## config.mk

```make
export PLATFORM = sky130hd
export DESIGN_NAME = rr_grant_ctrl8
export DESIGN_NICKNAME = d
export VERILOG_FILES = /design/src/rtl/arb_pkg.sv /design/src/rtl/rr_prio_enc8.sv /design/src/rtl/rr_grant_ctrl8.sv
export SDC_FILE = /design/constraint.sdc
export NUM_CORES = 1
export LEC_CHECK = 0
export CAP_MARGIN = 20
export CORE_MARGIN = 1
export CORE_UTILIZATION = 49
export CTS_CLUSTER_SIZE = 40
export DETAILED_ROUTE_END_ITERATION = 6
export MAX_ROUTING_LAYER = met4
export PLACE_DENSITY = 0.76
export SETUP_SLACK_MARGIN = 0.02
export SYNTH_ARGS = -nofsm -noshare
export SYNTH_HDL_FRONTEND = slang
export SYNTH_SLANG_ARGS = --single-unit
```

## constraint.sdc

```tcl
create_clock -name clk -period 3.05 [get_ports clk]
set_input_delay 0.305 -clock clk [delete_from_list [all_inputs] [get_ports clk]]
set_output_delay 0.305 -clock clk [all_outputs]
set_load 0.01 [all_outputs]
```

## src/rtl/arb_pkg.sv

```systemverilog
// Shared types and helpers for the 8-way round-robin grant controller.
package arb_pkg;

    localparam int unsigned NUM_REQ = 8;
    localparam int unsigned IDX_W   = 3;

    typedef enum logic {
        IDLE  = 1'b0,
        GRANT = 1'b1
    } arb_state_e;

    // Requester index to one-hot grant vector.
    function automatic logic [NUM_REQ-1:0] onehot(input logic [IDX_W-1:0] idx);
        onehot = NUM_REQ'(1) << idx;
    endfunction

endpackage

```

## src/rtl/rr_prio_enc8.sv

```systemverilog
// Round-robin priority encoder: first set request at or above ptr, wrapping 7->0.
module rr_prio_enc8
    import arb_pkg::*;
(
    input  logic [NUM_REQ-1:0] req,
    input  logic [IDX_W-1:0]   ptr,
    output logic               any,
    output logic [IDX_W-1:0]   sel
);

    logic [2*NUM_REQ-1:0] dbl;
    logic [NUM_REQ-1:0]   rot;
    logic [IDX_W-1:0]     off;

    // Rotate so that requester ptr lands on bit 0, encode, then undo the rotation.
    always_comb begin
        dbl = {req, req} >> ptr;
        rot = dbl[NUM_REQ-1:0];
        off = '0;
        for (int i = NUM_REQ - 1; i >= 0; i--) begin
            if (rot[i]) begin
                off = IDX_W'(i);
            end
        end
        any = |req;
        sel = off + ptr;
    end

endmodule

```

## src/rtl/rr_grant_ctrl8.sv

```systemverilog
// Round-robin grant controller: one owner at a time, bounded tenure, one idle cycle between grants.
module rr_grant_ctrl8
    import arb_pkg::*;
#(
    parameter int unsigned MAX_HOLD = 8
)
(
    input  logic               clk,
    input  logic               rst_n,
    input  logic [NUM_REQ-1:0] req,
    input  logic               done,
    output logic [NUM_REQ-1:0] gnt,
    output logic [IDX_W-1:0]   gnt_idx,
    output logic               gnt_vld,
    output logic               timeout
);

    localparam int unsigned CNT_W = $clog2(MAX_HOLD + 1);

    arb_state_e       state;
    logic [IDX_W-1:0] ptr;
    logic [CNT_W-1:0] hold_cnt;

    logic             enc_any;
    logic [IDX_W-1:0] enc_sel;
    logic             owner_req;
    logic             at_limit;
    logic             rel;
    logic             forced;

    rr_prio_enc8 u_enc (
        .req (req),
        .ptr (ptr),
        .any (enc_any),
        .sel (enc_sel)
    );

    // Release decode; timeout only when the hold limit is the sole cause.
    always_comb begin
        owner_req = req[gnt_idx];
        at_limit  = (hold_cnt == CNT_W'(MAX_HOLD - 1));
        rel       = done || !owner_req || at_limit;
        forced    = at_limit && !done && owner_req;
    end

    always_ff @(posedge clk or negedge rst_n) begin
        if (!rst_n) begin
            state    <= IDLE;
            ptr      <= '0;
            hold_cnt <= '0;
            gnt      <= '0;
            gnt_idx  <= '0;
            gnt_vld  <= 1'b0;
            timeout  <= 1'b0;
        end else begin
            timeout <= 1'b0;
            case (state)
                IDLE: begin
                    if (enc_any) begin
                        gnt      <= onehot(enc_sel);
                        gnt_idx  <= enc_sel;
                        gnt_vld  <= 1'b1;
                        hold_cnt <= '0;
                        state    <= GRANT;
                    end
                end
                GRANT: begin
                    if (rel) begin
                        gnt      <= '0;
                        gnt_idx  <= '0;
                        gnt_vld  <= 1'b0;
                        hold_cnt <= '0;
                        ptr      <= gnt_idx + IDX_W'(1);
                        timeout  <= forced;
                        state    <= IDLE;
                    end else begin
                        hold_cnt <= hold_cnt + CNT_W'(1);
                    end
                end
                default: begin
                    state <= IDLE;
                end
            endcase
        end
    end

endmodule

```

After elaboration in Yosys (flattened, before gate mapping)
Cells that the tools add are included.

cells by class
  bitwise gates (word level) = 1
  reductions and logical operators = 9
  multipliers = 0
  shifts and indexed selects = 2
  mux-type cells = 27
  add/sub/neg operators = 3
  eq/ne operators = 3
  div/mod/pow operators = 0
  magnitude comparators = 1

operators with widths
  kind                                                                          count
  3-bit 2-to-1 mux                                                              10
  8-bit 2-to-1 mux                                                              2
  8-bit one-hot mux with 2 select lines                                         1
  16-bit by 3-bit right shift with 8-bit output                                 1
  4-bit 2-to-1 mux                                                              2
  4-bit one-hot mux with 2 select lines                                         1
  8-bit OR reduction                                                            1
  1-bit by 3-bit << shifter with 8-bit output, first input constant             1
  1-bit 2-to-1 mux                                                              7
  3-bit one-hot mux with 2 select lines                                         1
  4-bit by 1-bit adder with 4-bit output, second input constant                 1
  4-bit by 3-bit == test with 1-bit output, second input constant               1
  3-bit by 4-bit less-than comparator with 1-bit output, second input constant  1
  1-bit one-hot mux with 2 select lines                                         2
  2-bit AND reduction                                                           2
  3-bit by 1-bit adder with 3-bit output, second input constant                 1
  3-bit adder                                                                   1
  1-bit binary-select mux with 3-bit select                                     1
  1-bit logical AND                                                             2
  1-bit zero test                                                               2
  1-bit logical OR                                                              2
  2-bit by 1-bit inequality test with 1-bit output, second input constant       1
  2-bit inequality test, second input constant                                  1
  1-bit inverter                                                                1

word-level totals
  logic and storage cells = 53
  output and inout bits = 13
  memory bits (read-only) = 0
  bits in latches = 0
  memories = 0
  flip-flop bits (word level) = 21
  bits of input ports = 11
  RAM bits = 0

Logic depth before layout (Yosys ltp)
Gate-level depths: netlist of run 1.

  word-level depth = 13
  mapped depth = 15
  depth with buffers taken out = 13

Modules after synthesis
From an unflattened synthesis of run 1, not the netlist that was laid out.

second synthesis, totals
  cell total of the unflattened synthesis = 153
  area, all modules = 1690.4 um^2

modules (own cells, without submodules)
  module          sequential area each (um^2)  cells an instance  times used  area an instance (um^2)
  rr_grant_ctrl8  525.5                        103                1           1171.1
  rr_prio_enc8    0.0                          50                 1           519.2

Least setup slack after synthesis of run 1
Ideal clock, no wire load.

  path type = reg-to-reg
  start = reg ptr[0]
  end = reg gnt[2]
  library setup time = 0.069 ns
  slack = 0.147 ns
  path buffers = 2
  period minus slack after synthesis = 2.903 ns
  required time = 2.981 ns
  stages on the path, launching flop included = 15
  data arrival time = 2.835 ns
  cells stage by stage = dfrtp_1 buf_2 buf_2 mux2i_1 o221ai_1 a21oi_1 nor2_1 a2bb2oi_1 nor2_1 ha_1 inv_1 fa_1 nor4_1 o21ai_0 nand3_1

on the way
  longest elaborated chain between the ends = 13

RTL lines
  element                                          RTL line              text
  from (decl)                                      rr_grant_ctrl8.sv:21  logic [IDX_W-1:0] ptr;
  from (signal assigned)                           rr_grant_ctrl8.sv:73  ptr <= gnt_idx + IDX_W'(1);
  16-bit by 3-bit right shift with 8-bit output    rr_prio_enc8.sv:17    dbl = {req, req} >> ptr;
  3-bit 2-to-1 mux (8 in series)                   rr_prio_enc8.sv:21    if (rot[i]) begin
  3-bit adder (*)                                  rr_prio_enc8.sv:26    sel = off + ptr;
  1-bit by 3-bit << shifter with 8-bit output (*)  arb_pkg.sv:14         onehot = NUM_REQ'(1) << idx;
  8-bit 2-to-1 mux (*)                             rr_grant_ctrl8.sv:59  if (enc_any) begin
  8-bit one-hot mux with 2 select lines (*)        rr_grant_ctrl8.sv:57  case (state)
  to (signal assigned)                             rr_grant_ctrl8.sv:60  gnt <= onehot(enc_sel);
  to (decl)                                        rr_grant_ctrl8.sv:12  output logic [NUM_REQ-1:0] gnt,

Mark *: on every way between the ends. The rest lies on a longest branch, timed or not. The select of a mux whose other input is x is not followed.
A chain may end at the register's enable or synchronous reset.

Final worst setup path of run 1
  start = reg ptr[0]
  end = reg gnt[3]

The elaborated chain is that of the path after synthesis.

==> results.py, run 1 <==
metrics = {
    "routing": {
        "avgViaCountPerCell": 6.09,
        "vias": 1754,
        "wirelength_um": 4690,
        "wl_per_cell_um": 16.3,
        "first_iter_violations": 121,
        "remaining_drc_errors": 0,
        "antenna_left": 0,
        "drtPass1Iterations": 5,
    },
    "cells_and_area": {
        "seqCellArea_um2": 527,
        "layout.cells.non_filler": 288,
        "final_common_cell": "nand3_1",
        "synthToLayoutAreaGrowth_pct": 33.4,
        "final_cell_mix": "29 x nand3_1, 28 x buf_4, 24 x nand2_1",
        "final.fill_count": 258,
        "antenna_cells": 0,
        "final_nets": 260,
        "multi_input_area_um2": 1130,
        "drive_gt1_share_pct": 22.5,
    },
    "grt": {
        "grt-ovfl-total": 0,
        "antenna_found_initial": 0,
        "grt_pass1_vias": 1656,
        "grtUsageTotal_pct": 28.1,
        "grt_start_max_net_pins": 22,
        "grt_pass1_wl_um": 7460,
    },
    "yosys": {
        "yosysWarnings": 0,
        "synthMuxAreaShare_pct": 9.84,
        "synthSimpleGateAreaFrac_pct": 26.7,
        "synthXorXnorAreaFrac_pct": 1.59,
        "synth_nets": 215,
        "synth_top_family_by_area": "simple AND/OR/NAND/NOR gates",
        "ys_seq_area_share_pct": 31.8,
        "synth_area_per_cell_um2": 8.26,
        "synth_compound_area_share_pct": 21.1,
        "synth.cell_area_um2": 1650,
        "async_flop_share_pct": 100,
        "synth_fa_ha_area_share_pct": 3.48,
        "synth.distinct_cells": 47,
        "ys_seq_elements": 21,
        "netlist_instances": 200,
        "ys.flop_type": "dfrtp_1",
        "synth_edf_count": 0,
    },
    "sta": {
        "hold-worst-slack_ns": 0.490,
        "hold_viol": 0,
        "final_max_slew_viol_count": 0,
        "period_share_pct": 98.5,
        "tns_ns": 0,
        "setup_viol": 0,
        "fin_skew_ns": 0.00281,
        "fin_crit_ns": 3.00,
        "slew-limit-headroom_pct": 36.5,
        "rsz0062_at_grt": "yes",
        "worstMarginPinSlew_ns": 0.949,
        "max_freq_mhz": 333,
    },
    "pwr": {
        "p_int_uw": 1080,
        "power_uw": 2160,
        "p_sw_share_pct": 49.8,
        "p_leak_uw": 0.000920,
        "ir_drop_uv": 749,
        "p_per_area_nw_per_um2": 978,
        "power.switching_uw": 1070,
        "power_frac_clock_pct": 6.5,
        "power_frac_comb_pct": 71.8,
        "power_frac_seq_pct": 21.7,
    },
    "worst_setup_path": {
        "worstRegToRegCells": 10,
        "cp-start-kind": "flip-flop",
        "ff2ff_setup_slack_ns": 0.05,
        "required_ns": 3.31,
        "r2r-end": "gnt[3]",
        "end_kind": "flip-flop",
        "timing.rr.start": "ptr[0]",
        "critPathKind": "flip-flop to flip-flop",
        "worstPathMaxFanout": 10,
        "crit_arrival_ns": 3.26,
    },
    "clock_network": {
        "cts_tree": "done",
        "cts_buffer_depth": 2,
        "cts_root_buffer": "clkbuf_4",
        "cts_buffers": 3,
        "cts.sinks": 21,
        "clk_pin_slew_worst_paths_ns": 0.12,
        "clock_latency_ns": 0.31,
        "cts_hold_buf": 0,
        "htree_levels": 1,
    },
    "placement": {
        "dp_hpwl_um": 3450,
        "place.gp.congestion": 0.880,
        "dp.cells": 283,
        "port_buffers": 23,
    },
    "die": {
        "die_x_um": 60.1,
        "fp-row-count": 20,
        "ios": 24,
        "core_um2": 3130,
        "initial_core_util_pct": 52.8,
        "die_h_um": 60.1,
        "dieArea_um2": 3610,
    },
    "worst_hold_path": {
        "hold_start": "hold_cnt[3]",
        "hold_end": "hold_cnt[3]",
        "hold_depth": 1,
        "min_path_type": "flip-flop to flip-flop",
    },
    "run": {
        "cap_violations": 0,
    },
    "outcome": {
        "outcome": "finished clean",
    },
}
==> cells in the mapped netlist (all sizes together) (2+ instances only) <==
cell type / count / area (µm²)
xor2: 2 / 17.5
ha: 3 / 37.5
o221ai: 3 / 26.3
buf: 7 / 48.8
a211oi: 3 / 22.5
a31oi: 2 / 12.5
mux2i: 5 / 50.1
nor4: 5 / 31.3
dfrtp: 21 / 526
nand3: 29 / 145
mux2: 2 / 22.5
clkbuf: 4 / 15.0
mux4: 4 / 90.1
o31ai: 4 / 35.0
nand2b: 2 / 12.5
a211o: 2 / 17.5
nor2b: 5 / 31.3
o21ai: 18 / 90.1
a21oi: 13 / 65.1
and2: 2 / 15.0
nor3: 9 / 45.0
inv: 7 / 26.3
nand2: 24 / 90.1
a31o: 2 / 17.5
nor2: 8 / 30.0
==> power by group through the flow <==
stage / registers (µW) / clock network, µW / logic (µW)
CTS: 463 / 140 / 1360
global placement: 466 / 0 / 1270
global route: 476 / 154 / 1680
finish: 467 / 140 / 1550
detailed placement: 466 / 0 / 1300
floorplan: 435 / 0 / 965
==> through the flow <==
| stage | setup slack (ns) | area (µm²) | utilization (%) |
|---|---|---|---|
| 2_1_floorplan | 0.147 | 1650 | - |
| 3_3_place_gp | -0.247 | 2080 | 66.4 |
| 3_5_place_dp | -0.277 | 2080 | 66.4 |
| 4_1_cts | 0.0563 | 2120 | 67.8 |
| 5_1_grt | -0.152 | 2200 | 70.5 |
| 6_report | 0.0467 | 2200 | 70.5 |
==> routing by layer <==
metal / vias up / share of wire (%) / track usage, %
li1: 838 / - / -
met1: 845 / 45 / 35.7
met2: 63 / 49 / 45.4
met3: 8 / 5.1 / 6.06
met5: - / 0 / -
met4: 0 / 1.0 / 6.98
==> timing repair <==
item                                    4_1_cts  5_1_grt
pin swaps                                     0        0
gates resized for setup                       4       14
buffers inserted                              0        1
endpoints found under the setup margin        9        9
==> sequential cells by signal, summed over array words and instances (netlist names) <==
signal and cells:
hold_cnt 4, gnt_idx 3, ptr 3, gnt_vld 1
timeout 1, state 1, gnt 8
==> worst max path at each step <==
stage / startpoint / endpoint / slack, ns / cells after the start
3_3_place_gp: req[0] / gnt[2] / -0.25 / 14
6_report: ptr[0] / gnt[3] / 0.05 / 10
3_5_place_dp: req[5] / gnt[2] / -0.28 / 14
5_1_grt: ptr[0] / gnt[5] / -0.15 / 13
2_1_floorplan: ptr[0] / gnt[2] / 0.15 / 14
4_1_cts: ptr[0] / gnt[3] / 0.06 / 10
==> worst max-delay path, cell delays in order, from the launching register on <==
cell and delay (ns):
dfrtp_2 0.50, buf_4 0.20, nand2_1 0.08, or3b_1 0.42
o2111ai_1 0.22, o221ai_1 0.14, a21oi_1 0.21, fa_2 0.55
nor4_2 0.33, o21ai_0 0.17, nand3_1 0.12
==> kinds of logic after synthesis <==
logic type | after synthesis
AOI/OAI and AO/OA | 54
xor gates and xnor gates | 3
adders and majority gates | 4
buffers and inverters | 18
DFF | 21
muxes | 11
and+or+nand+nor | 89
==> cell type report <==
type                       count  area share (%)
clock buffer                   3            1.02
timing repair buffer          51            20.0
clock inverter                 1           0.227
multi-input combinational    161            51.2
sequential                    21            23.9
tap                           44            2.50
inverter                       7            1.19
Note: power is estimated with default switching activity, not from simulation.
==> run 2: changes to the inputs <==
Settings changed: CORE_UTILIZATION 49 to 40, PLACE_DENSITY 0.76 to default.
==> run 2 against run 1 <==
Compared with the run above: final cell count grew 1.7%; via count shrank 2.4%; power grew 5.9%; hold slack lost 0.24 ns; maximum frequency shrank 1.2%; largest cell class unchanged; largest power group unchanged.
==> results.py, run 2 (synthesis gave the netlist of run 1 again) <==
metrics = {
    "sta": {
        "max_freq_mhz": 329,
        "hold_viol": 0,
        "setup_viol": 0,
        "slew-limit-headroom_pct": 59.1,
        "rsz0062_at_grt": "yes",
        "fin_crit_ns": 3.04,
        "worstMarginPinSlew_ns": 0.610,
        "period_share_pct": 99.7,
        "final_max_slew_viol_count": 0,
        "tns_ns": 0,
        "hold-worst-slack_ns": 0.255,
        "fin_skew_ns": 0.00231,
    },
    "die": {
        "die_h_um": 66.3,
        "ios": 24,
        "die_x_um": 66.3,
        "initial_core_util_pct": 41.6,
        "fp-row-count": 23,
        "core_um2": 3970,
        "dieArea_um2": 4390,
    },
    "grt": {
        "grt_pass1_vias": 1556,
        "antenna_found_initial": 0,
        "grtUsageTotal_pct": 22.6,
        "grt_pass1_wl_um": 7360,
        "grt-ovfl-total": 0,
        "grt_start_max_net_pins": 22,
    },
    "pwr": {
        "ir_drop_uv": 745,
        "power_uw": 2280,
        "p_leak_uw": 0.000957,
        "p_per_area_nw_per_um2": 1010,
    },
    "run": {
        "cap_violations": 0,
    },
    "cells_and_area": {
        "final_nets": 259,
        "layout.cells.non_filler": 293,
        "top_register": "gnt",
        "largest_register_ffs": 8,
        "final_cell_mix": "29 x nand3_1, 26 x buf_4, 22 x nand2_1",
        "antenna_cells": 0,
        "fin_util_pct": 56.9,
        "drive_gt1_share_pct": 23.9,
        "synthToLayoutAreaGrowth_pct": 36.6,
        "final_common_cell": "nand3_1",
        "largestRegisters": "gnt (8), hold_cnt (4)",
    },
    "worst_setup_path": {
        "crit_family": "adder cells",
        "end_kind": "flip-flop",
        "worst_path_max_delay_cell": "fa_2",
        "crit_cells": 13,
        "critPathKind": "flip-flop to flip-flop",
        "r2r-end": "gnt[5]",
        "cp_slowest_stage_delay_ns": 0.70,
        "crit_arrival_ns": 3.24,
        "worstPathMaxFanout": 7,
        "critPathBufInv": 1,
        "cp-start-kind": "flip-flop",
        "crit_chain": "mux4_2, o221ai_2, a21oi_1, nor2_1, a2bb2oi_1, nor2_1, ha_1, inv_1, fa_2, nand2_2, nor3_4, nand3_1, nand3_1",
        "required_ns": 3.25,
        "timing.rr.start": "ptr[0]",
        "ff2ff_setup_slack_ns": 0.01,
        "worstRegToRegCells": 13,
    },
    "clock_network": {
        "cts.sinks": 21,
        "cts_buffer_depth": 2,
        "cts_buffers": 3,
        "htree_levels": 1,
        "clock_latency_ns": 0.26,
        "clk_pin_slew_worst_paths_ns": 0.08,
        "cts_tree": "done",
        "cts_root_buffer": "clkbuf_8",
    },
    "routing": {
        "first_iter_violations": 101,
        "avgViaCountPerCell": 5.84,
        "remaining_drc_errors": 0,
        "drtPass1Iterations": 4,
        "antenna_left": 0,
        "wirelength_um": 4700,
        "wl_per_cell_um": 16.0,
        "vias": 1712,
    },
    "worst_hold_path": {
        "min_path_type": "input port to async pin",
    },
    "outcome": {
        "outcome": "finished clean",
    },
    "placement": {
        "dp_hpwl_um": 3360,
        "port_buffers": 23,
        "dp.cells": 287,
        "place.gp.congestion": 0.852,
    },
}
run 2: cell count changes in the layout (fill, tap and decap cells not counted), moves of 2 or more:
| cell | previous run | this run |
|---|---|---|
| clkbuf_4 | 3 | 0 |
| clkbuf_8 | 0 | 3 |
| buf_4 | 28 | 26 |
| clkdlybuf4s50_1 | 23 | 21 |
| dlymetal6s2s_1 | 0 | 2 |
| nand2_1 | 24 | 22 |
| nor3_2 | 4 | 2 |
| nor3_4 | 0 | 2 |
run 2: how the worst max path moves through the flow:
stage / start / to / slack, ns
floorplan: ptr[0] / gnt[2] / 0.15
global placement: req[4] / gnt[2] / -0.20
detailed placement: req[4] / gnt[2] / -0.22
CTS: ptr[0] / gnt[2] / 0.02
global route: ptr[0] / gnt[5] / -0.15
finish: ptr[0] / gnt[5] / 0.01
run 2: worst reg2reg max path: cells and delay by family (launching register included):
family	cells	cell delay [ns]
adder cells (fa/ha/maj)	2	0.85
AND/OR/NAND/NOR	6	0.70
multiplexers	1	0.59
flip-flops	1	0.47
AO/OA/AOI/OAI	3	0.32
buffers and inverters	1	0.06
run 2: power by group:
group	internal (µW)	total (µW)	switching, µW
Clock	91.1	186	94.8
Combinational	685	1640	958
Sequential	363	455	92.2
run 2: metrics by stage:
step                      cell area (µm²)  worst slack, ns
final                                2260          0.00963
after global routing                 2260           -0.149
after detailed placement             2070           -0.223
after CTS                            2120           0.0217
after floorplan                      1650            0.147
after global placement               2070           -0.199
run 2: repair_timing:
action	in CTS	in global routing
setup buffers	0	1
pin swaps	0	9
gates resized for setup	1	24
hold buffers	0	0
setup endpoints to repair	9	9
hold endpoints to repair	0	0
run 2: final cells by class:
| class | count | area, µm² |
|---|---|---|
| Fill cell | 358 | 1710 |
| Multi-Input combinational cell | 161 | 1140 |
| Sequential cell | 21 | 527 |
| Timing Repair Buffer | 50 | 458 |
| Tap cell | 50 | 62.6 |
| Clock buffer | 3 | 41.3 |
| Inverter | 7 | 26.3 |
| Clock inverter | 1 | 5.00 |
run 2: per-layer routing:
layer	global-route usage [%]	up-vias	share of wire, %
met5	-	-	0
met4	5.05	0	0.57
met3	3.28	4	3.2
met2	34.7	37	47
met1	31.4	838	49
li1	-	833	-
